[src/rtl/uart_rx_pkg.sv]
// Shared definitions for the UART receiver: FSM state encoding and the
// fixed 8N1 frame shape (1 start bit, 8 data bits, no parity, 1 stop bit).
package uart_rx_pkg;

    typedef enum logic [2:0] {
        IDLE      = 3'd0,
        START     = 3'd1,
        DATA      = 3'd2,
        STOP      = 3'd3,
        WAIT_HIGH = 3'd4
    } rx_state_t;

    localparam int START_BITS  = 1;
    localparam int DATA_BITS   = 8;
    localparam int PARITY_BITS = 0;
    localparam int STOP_BITS   = 1;
    localparam int FRAME_BITS  = START_BITS + DATA_BITS + PARITY_BITS + STOP_BITS;

    // Bit-period counter is wide enough for the largest legal CLK_DIV.
    localparam int CNT_W     = 16;
    localparam int BIT_IDX_W = $clog2(DATA_BITS);

endpackage

[src/rtl/uart_rx_fifo.sv]
// First-word-fall-through receive FIFO used when UART_RX_FIFO_EN is defined.
// A push while full is accepted only if a pop happens on the same edge.
module uart_rx_fifo #(
    parameter int DEPTH = 8
) (
    input  logic       clk,
    input  logic       rst_n,
    input  logic       push,
    input  logic       pop,
    input  logic [7:0] din,
    output logic [7:0] dout,
    output logic       empty,
    output logic       full
);

    localparam int PTR_W = $clog2(DEPTH);
    localparam int OCC_W = PTR_W + 1;

    logic [7:0]       mem [DEPTH];
    logic [PTR_W-1:0] wr_ptr;
    logic [PTR_W-1:0] rd_ptr;
    logic [OCC_W-1:0] count;
    logic             do_push;
    logic             do_pop;

    assign empty   = (count == '0);
    assign full    = (count == OCC_W'(DEPTH));
    assign do_pop  = pop && !empty;
    assign do_push = push && (!full || do_pop);

    // Head entry shows with no read latency; forced to zero while empty.
    assign dout = empty ? 8'h00 : mem[rd_ptr];

    // Storage array write port.
    // NOTE: the storage array has no reset; empty gates dout, so stale
    // contents are never visible and the array can map onto plain RAM.
    always_ff @(posedge clk) begin
        if (do_push) begin
            mem[wr_ptr] <= din;
        end
    end

    // Pointers wrap naturally because DEPTH is a power of two.
    always_ff @(posedge clk or negedge rst_n) begin
        if (!rst_n) begin
            wr_ptr <= '0;
            rd_ptr <= '0;
            count  <= '0;
        end else begin
            if (do_push) wr_ptr <= wr_ptr + 1'b1;
            if (do_pop)  rd_ptr <= rd_ptr + 1'b1;
            case ({do_push, do_pop})
                2'b10:   count <= count + 1'b1;
                2'b01:   count <= count - 1'b1;
                default: count <= count;
            endcase
        end
    end

endmodule

[src/rtl/uart_rx.sv]
// UART receiver, 8N1, oversampled by CLK_DIV clocks per bit.
// Define UART_RX_FIFO_EN to buffer received bytes in a FIFO_DEPTH-entry
// FIFO; otherwise a single holding register is used.
module uart_rx #(
    parameter int CLK_DIV    = 16,
    parameter int FIFO_DEPTH = 8
) (
    input  logic       clk,
    input  logic       rst_n,
    input  logic       rx,
    input  logic       rd,
    output logic [7:0] data,
    output logic       valid,
    output logic       overrun,
    output logic       frame_err
);

    import uart_rx_pkg::*;

    if (CLK_DIV < 4 || CLK_DIV > 65535) begin : g_bad_clk_div
        $error("uart_rx: CLK_DIV out of range 4..65535");
    end
    if (FIFO_DEPTH < 2 || (FIFO_DEPTH & (FIFO_DEPTH - 1)) != 0) begin : g_bad_depth
        $error("uart_rx: FIFO_DEPTH must be a power of two, at least 2");
    end

    localparam logic [CNT_W-1:0] HALF_BIT = CNT_W'(CLK_DIV / 2 - 1);
    localparam logic [CNT_W-1:0] FULL_BIT = CNT_W'(CLK_DIV - 1);
    localparam logic [BIT_IDX_W-1:0] LAST_BIT = BIT_IDX_W'(DATA_BITS - 1);

    logic                 sync1, sync2, sync_prev;
    rx_state_t            state, state_n;
    logic [CNT_W-1:0]     cnt, cnt_n;
    logic [BIT_IDX_W-1:0] bit_idx, bit_idx_n;
    logic [DATA_BITS-1:0] shreg, shreg_n;
    logic                 push, ferr_n, expire;
    logic                 pop, buf_empty, buf_full;
    logic [7:0]           buf_data;

    // Two-flop synchronizer plus a delayed copy for falling-edge detection.
    // NOTE: non-blocking assignments let every flop sample the old value of
    // its neighbour, which is what makes this a shift chain and not a wire.
    always_ff @(posedge clk or negedge rst_n) begin
        if (!rst_n) begin
            sync1     <= 1'b1;
            sync2     <= 1'b1;
            sync_prev <= 1'b1;
        end else begin
            sync1     <= rx;
            sync2     <= sync1;
            sync_prev <= sync2;
        end
    end

    // Decoder state register.
    always_ff @(posedge clk or negedge rst_n) begin
        if (!rst_n) begin
            state     <= IDLE;
            cnt       <= '0;
            bit_idx   <= '0;
            shreg     <= '0;
            frame_err <= 1'b0;
        end else begin
            state     <= state_n;
            cnt       <= cnt_n;
            bit_idx   <= bit_idx_n;
            shreg     <= shreg_n;
            frame_err <= ferr_n;
        end
    end

    assign expire = (cnt == '0);

    // Next-state logic: mid-bit sampling driven by the bit-period counter.
    // NOTE: every output gets a default first so no path leaves one
    // unassigned, which would otherwise infer a latch.
    always_comb begin
        state_n   = state;
        cnt_n     = cnt;
        bit_idx_n = bit_idx;
        shreg_n   = shreg;
        push      = 1'b0;
        ferr_n    = 1'b0;
        case (state)
            IDLE: begin
                if (sync_prev && !sync2) begin
                    state_n = START;
                    cnt_n   = HALF_BIT;
                end
            end
            START: begin
                if (!expire) begin
                    cnt_n = cnt - 1'b1;
                end else if (!sync2) begin
                    state_n   = DATA;
                    cnt_n     = FULL_BIT;
                    bit_idx_n = '0;
                end else begin
                    state_n = IDLE;
                end
            end
            DATA: begin
                if (!expire) begin
                    cnt_n = cnt - 1'b1;
                end else begin
                    shreg_n = {sync2, shreg[DATA_BITS-1:1]};
                    cnt_n   = FULL_BIT;
                    if (bit_idx == LAST_BIT) begin
                        state_n = STOP;
                    end else begin
                        bit_idx_n = bit_idx + 1'b1;
                    end
                end
            end
            STOP: begin
                if (!expire) begin
                    cnt_n = cnt - 1'b1;
                end else if (sync2) begin
                    push    = 1'b1;
                    state_n = IDLE;
                end else begin
                    ferr_n  = 1'b1;
                    state_n = WAIT_HIGH;
                end
            end
            WAIT_HIGH: begin
                if (sync2) state_n = IDLE;
            end
            default: begin
                state_n = IDLE;
                cnt_n   = '0;
            end
        endcase
    end

    assign pop = rd && !buf_empty;

`ifdef UART_RX_FIFO_EN
    uart_rx_fifo #(
        .DEPTH (FIFO_DEPTH)
    ) u_fifo (
        .clk   (clk),
        .rst_n (rst_n),
        .push  (push),
        .pop   (pop),
        .din   (shreg),
        .dout  (buf_data),
        .empty (buf_empty),
        .full  (buf_full)
    );
`else
    logic hold_full;

    // Single holding register: refilled when empty or when drained this edge.
    always_ff @(posedge clk or negedge rst_n) begin
        if (!rst_n) begin
            hold_full <= 1'b0;
            buf_data  <= '0;
        end else if (push && (!hold_full || pop)) begin
            hold_full <= 1'b1;
            buf_data  <= shreg;
        end else if (pop) begin
            hold_full <= 1'b0;
        end
    end

    assign buf_empty = !hold_full;
    assign buf_full  = hold_full;
`endif

    // Overrun flags a good byte lost because the buffer could not take it.
    always_ff @(posedge clk or negedge rst_n) begin
        if (!rst_n) begin
            overrun <= 1'b0;
        end else begin
            overrun <= push && buf_full && !pop;
        end
    end

    assign data  = buf_data;
    assign valid = !buf_empty;

endmodule

[config.mk]
export PLATFORM = sky130hd
export DESIGN_NAME = uart_rx
export DESIGN_NICKNAME = d
export VERILOG_FILES = /design/src/rtl/uart_rx_pkg.sv /design/src/rtl/uart_rx_fifo.sv /design/src/rtl/uart_rx.sv
export SDC_FILE = /design/constraint.sdc
export NUM_CORES = 1
export LEC_CHECK = 0
export ABC_AREA = 1
export CORE_UTILIZATION = 55
export DETAILED_ROUTE_END_ITERATION = 10
export DONT_BUFFER_PORTS = 1
export MAX_ROUTING_LAYER = met4
export PLACE_DENSITY = 0.66
export SLEW_MARGIN = 20
export SYNTH_ARGS = -nofsm -noshare
export SYNTH_HDL_FRONTEND = slang
export SYNTH_HIERARCHICAL = 1
export SYNTH_SLANG_ARGS = --single-unit
export TNS_END_PERCENT = 1
[constraint.sdc]
create_clock -name clk -period 1.9 [get_ports clk]
set_input_delay 0.57 -clock clk [delete_from_list [all_inputs] [get_ports clk]]
set_output_delay 0.57 -clock clk [all_outputs]
set_load 0.05 [all_outputs]
==> results.md <==
* Async set-or-reset flop fraction in the synthesized netlist at 100%
* Overall die height at 68.6 µm
* Required time reported for the critical path endpoint at 2.10 ns
* Count of TritonRoute iterations in the first routing pass at 4
* Commonest cells post-synth: nand2_1, dfrtp_1, nor2_1, inv_1, nand3_1
* Worst skew pair latency at 0.30 ns
* Final count of pins violating max slew at 0
* Part of the power in combinational logic at 47.3%
* Clk network pwr share at 19.1%
* Die area at 0.00471 mm²
* Reg-to-reg critical path startpoint: cnt[0]
* Number of H-tree levels at 2
* Fraction of layout instances using a drive strength above 1 at 13.3%
* Ys flop type: dfrtp_1
* Core Area at 0.00414 mm²
* Final WL at 4760 µm
* Maximum number of pins on one net before global-route repair at 42
* Total number of vias at 2005
* Initial antenna violation count at 0
* Highest fanout seen on the critical path at 11
* Post-synthesis cell area at 0.00244 mm²
* Number of enable-type register cells in the synthesized netlist at 0
* Sink count of the clock tree at 44
* Fraction of the yosys area taken by sequential cells at 45.3%
* YS warnings at 6
* Post-synthesis cell type with the largest combined area: dfrtp_1
* Post-CTS setup buffer count at 0
* Crit path arrival time at 1.90 ns
* Placer Congestion at 0.899
* Remaining global-route overflow at 0
* Via/cell ratio at 5.28
* Switching fraction of total power at 46.2%
* Maximum clock rate at 0.587 GHz
* Vias in the first global route at 1848
* Distinct cell type count after synthesis at 26
* Signed area change from the synthesized netlist to the final layout at 8.46%
* CTS root buf: clkbuf_8
* N_diodes at 0
* Share of the synthesized area in the top cell type at 42.0%
* Post-Syn Instances at 321
* Cell depth of the worst flop-to-flop path at 11
* Residual DRC at 0
* CTS buffer count at 5
* Timing startpoint of the critical path: cnt[0]
* Element type at the critical path start: register
* Final worst path period share at 89.6%
* Die X at 68.6 µm
* Number of input and output port buffers inserted at 0
* Total routing usage reported by global routing at 24.8%
* Reg clk slew, reported paths at 0.09 ns
* Biggest area contributors in the synthesized netlist: dfrtp_1, nand2_1, nand3_1
* Internal power at 2.10 mW
* End of the worst register-to-register path: cnt[5]
* Sequential cell fraction of total power at 33.6%
* TritonCTS clock tree: yes
* Post-layout instance area at 0.00265 mm²
* Tightest Pin Transition at 0.491 ns
* Worst IR drop on VDD at 0.936 mV
* Final setup TNS at 0 ns
* Buffer depth of the longest clock path at 2
* Final period demand of the worst path at 1.70 ns
* Crit end category: register
* Instance area at placement at 0.00251 mm²
* Top-level port count at 15
* Average size of a mapped cell at 7.60 µm²
* Remaining antenna violation count after routing at 0
* Final count of negative-setup-slack endpoints at 0
* Worst slew slack as a fraction of its limit at 67.2%
* Min-delay worst type: in2async
* Nets@finish at 337
* P_sw at 1.80 mW
* Wire length of the first global-routing pass at 8220 µm
* Final hold vios at 0
* DP HPWL at 3410 µm
* Status: finished, final reports clean
* Reported leakage power at 1.44 nW
* Most instantiated library cell after synthesis: nand2_1
* RSZ-0062 raised after global routing: false
* Max-cap violation count at 0
* Routed length per placed instance at 12.5 µm
* Number of storage elements in the synthesis netlist at 44
* Setup Crit Path Kind: reg2reg
* Num rows at 23
* Initial Utilization at 58.9%
* Register-to-Register Setup Slack at 0.20 ns
* Power density over cell area at 1470 mW/mm²
* Post-Syn Nets at 329
* Drt first-iter violations at 97
* Maximum clock skew at final layout at 0.00885 ns
## worst max path at each step
stage | depth (start not counted) | end | slack (ns)
after floorplan | 11 | cnt[10] | 0.38
after global placement | 11 | cnt[12] | 0.20
after detailed placement | 11 | cnt[8] | 0.16
after CTS | 11 | cnt[9] | 0.15
after global routing | 11 | cnt[3] | 0.02
final | 11 | cnt[5] | 0.20
## placed cells by master (no fill, tap or decap)
cell | netlist | final
a21oi_2 | 1 | 1
buf_12 | 0 | 1
buf_4 | 0 | 4
bufinv_16 | 0 | 1
clkbuf_8 | 0 | 5
clkinv_4 | 1 | 1
clkinvlp_4 | 0 | 1
dfrtp_1 | 41 | 41
dfstp_2 | 3 | 3
ha_1 | 4 | 4
inv_1 | 33 | 33
inv_2 | 3 | 3
inv_6 | 1 | 2
nand2_1 | 111 | 111
nand2_2 | 6 | 6
nand2_4 | 1 | 1
nand3_1 | 30 | 30
nand3_2 | 1 | 1
nand4_1 | 14 | 14
nand4_4 | 1 | 1
nor2_1 | 34 | 34
nor2_2 | 3 | 2
nor2_4 | 6 | 7
nor3_1 | 1 | 1
o21ai_0 | 7 | 7
o21ai_1 | 5 | 5
o21ai_2 | 4 | 4
o21bai_1 | 2 | 2
xor2_1 | 4 | 4
## kinds of logic (layout without fill, tap and decap cells)
group           Yosys count  count (layout)  share of synthesized area (%)
flops                    44              44                           45.3
buf+inv                  42              51                           7.33
simple gates            208             208                           39.1
fa+ha+maj                 4               4                           2.05
compound gates           19              19                           4.87
xor+xnor                  4               4                           1.44
## per-stage QoR
step / worst slack (ns) / instances / utilization (%) / total power [mW] / hold slack [ns]
floorplan: 0.379 / 321 / - / 2.76 / 0.274
global placement: 0.195 / 371 / 60.5 / 3.11 / 0.275
detailed placement: 0.157 / 371 / 60.5 / 3.12 / 0.275
CTS: 0.147 / 380 / 63.8 / 3.90 / 0.0969
global route: 0.0162 / 380 / 63.9 / 4.26 / 0.0879
finish: 0.198 / 380 / 63.9 / 3.89 / 0.0968
## sequential cells by signal, summed over array words and instances, names as in the netlist
signal	flops
data	8
sync_prev	1
bit_idx	3
sync1	1
frame_err	1
state	3
overrun	1
cnt	16
shreg	8
valid	1
sync2	1
## routing by layer
layer	wire (µm)	GRT usage [%]	share of wire, %
met5	0	-	0
met4	63	9.11	1.3
met3	118	5.59	2.5
met2	2190	37.9	46
met1	2390	32.1	50
## worst max-delay path, cell delays in order, from the launching register on
cell and delay, ns:
dfrtp_1 0.38, inv_1 0.11, ha_1 0.18, inv_1 0.04, nor2_1 0.08, nand2_1 0.09
nor2_4 0.13, nand3_2 0.10, nand2_2 0.23, inv_2 0.13, nand2_1 0.09, nand2_1 0.05
## repair_timing
action                     4_1_cts  5_1_grt
resized for setup                0        1
hold endpoints to repair        41        0
setup endpoints to repair        0        6
hold buffers                     1        0
## power groups by stage
stage | Combinational (mW) | Clock (mW) | Sequential (mW)
6_report | 1.84 | 0.746 | 1.31
5_1_grt | 2.14 | 0.792 | 1.33
4_1_cts | 1.83 | 0.762 | 1.30
3_5_place_dp | 1.80 | 0 | 1.32
3_3_place_gp | 1.79 | 0 | 1.32
2_1_floorplan | 1.47 | 0 | 1.29
## layout make-up
class | instances | area, µm²
Fill cell | 368 | 1500
Multi-Input combinational cell | 235 | 1160
Sequential cell | 44 | 1100
Inverter | 38 | 153
Clock buffer | 5 | 68.8
Tap cell | 50 | 62.6
Timing Repair Buffer | 5 | 50.0
Clock inverter | 3 | 46.3
(Power assumes the default switching activity.)
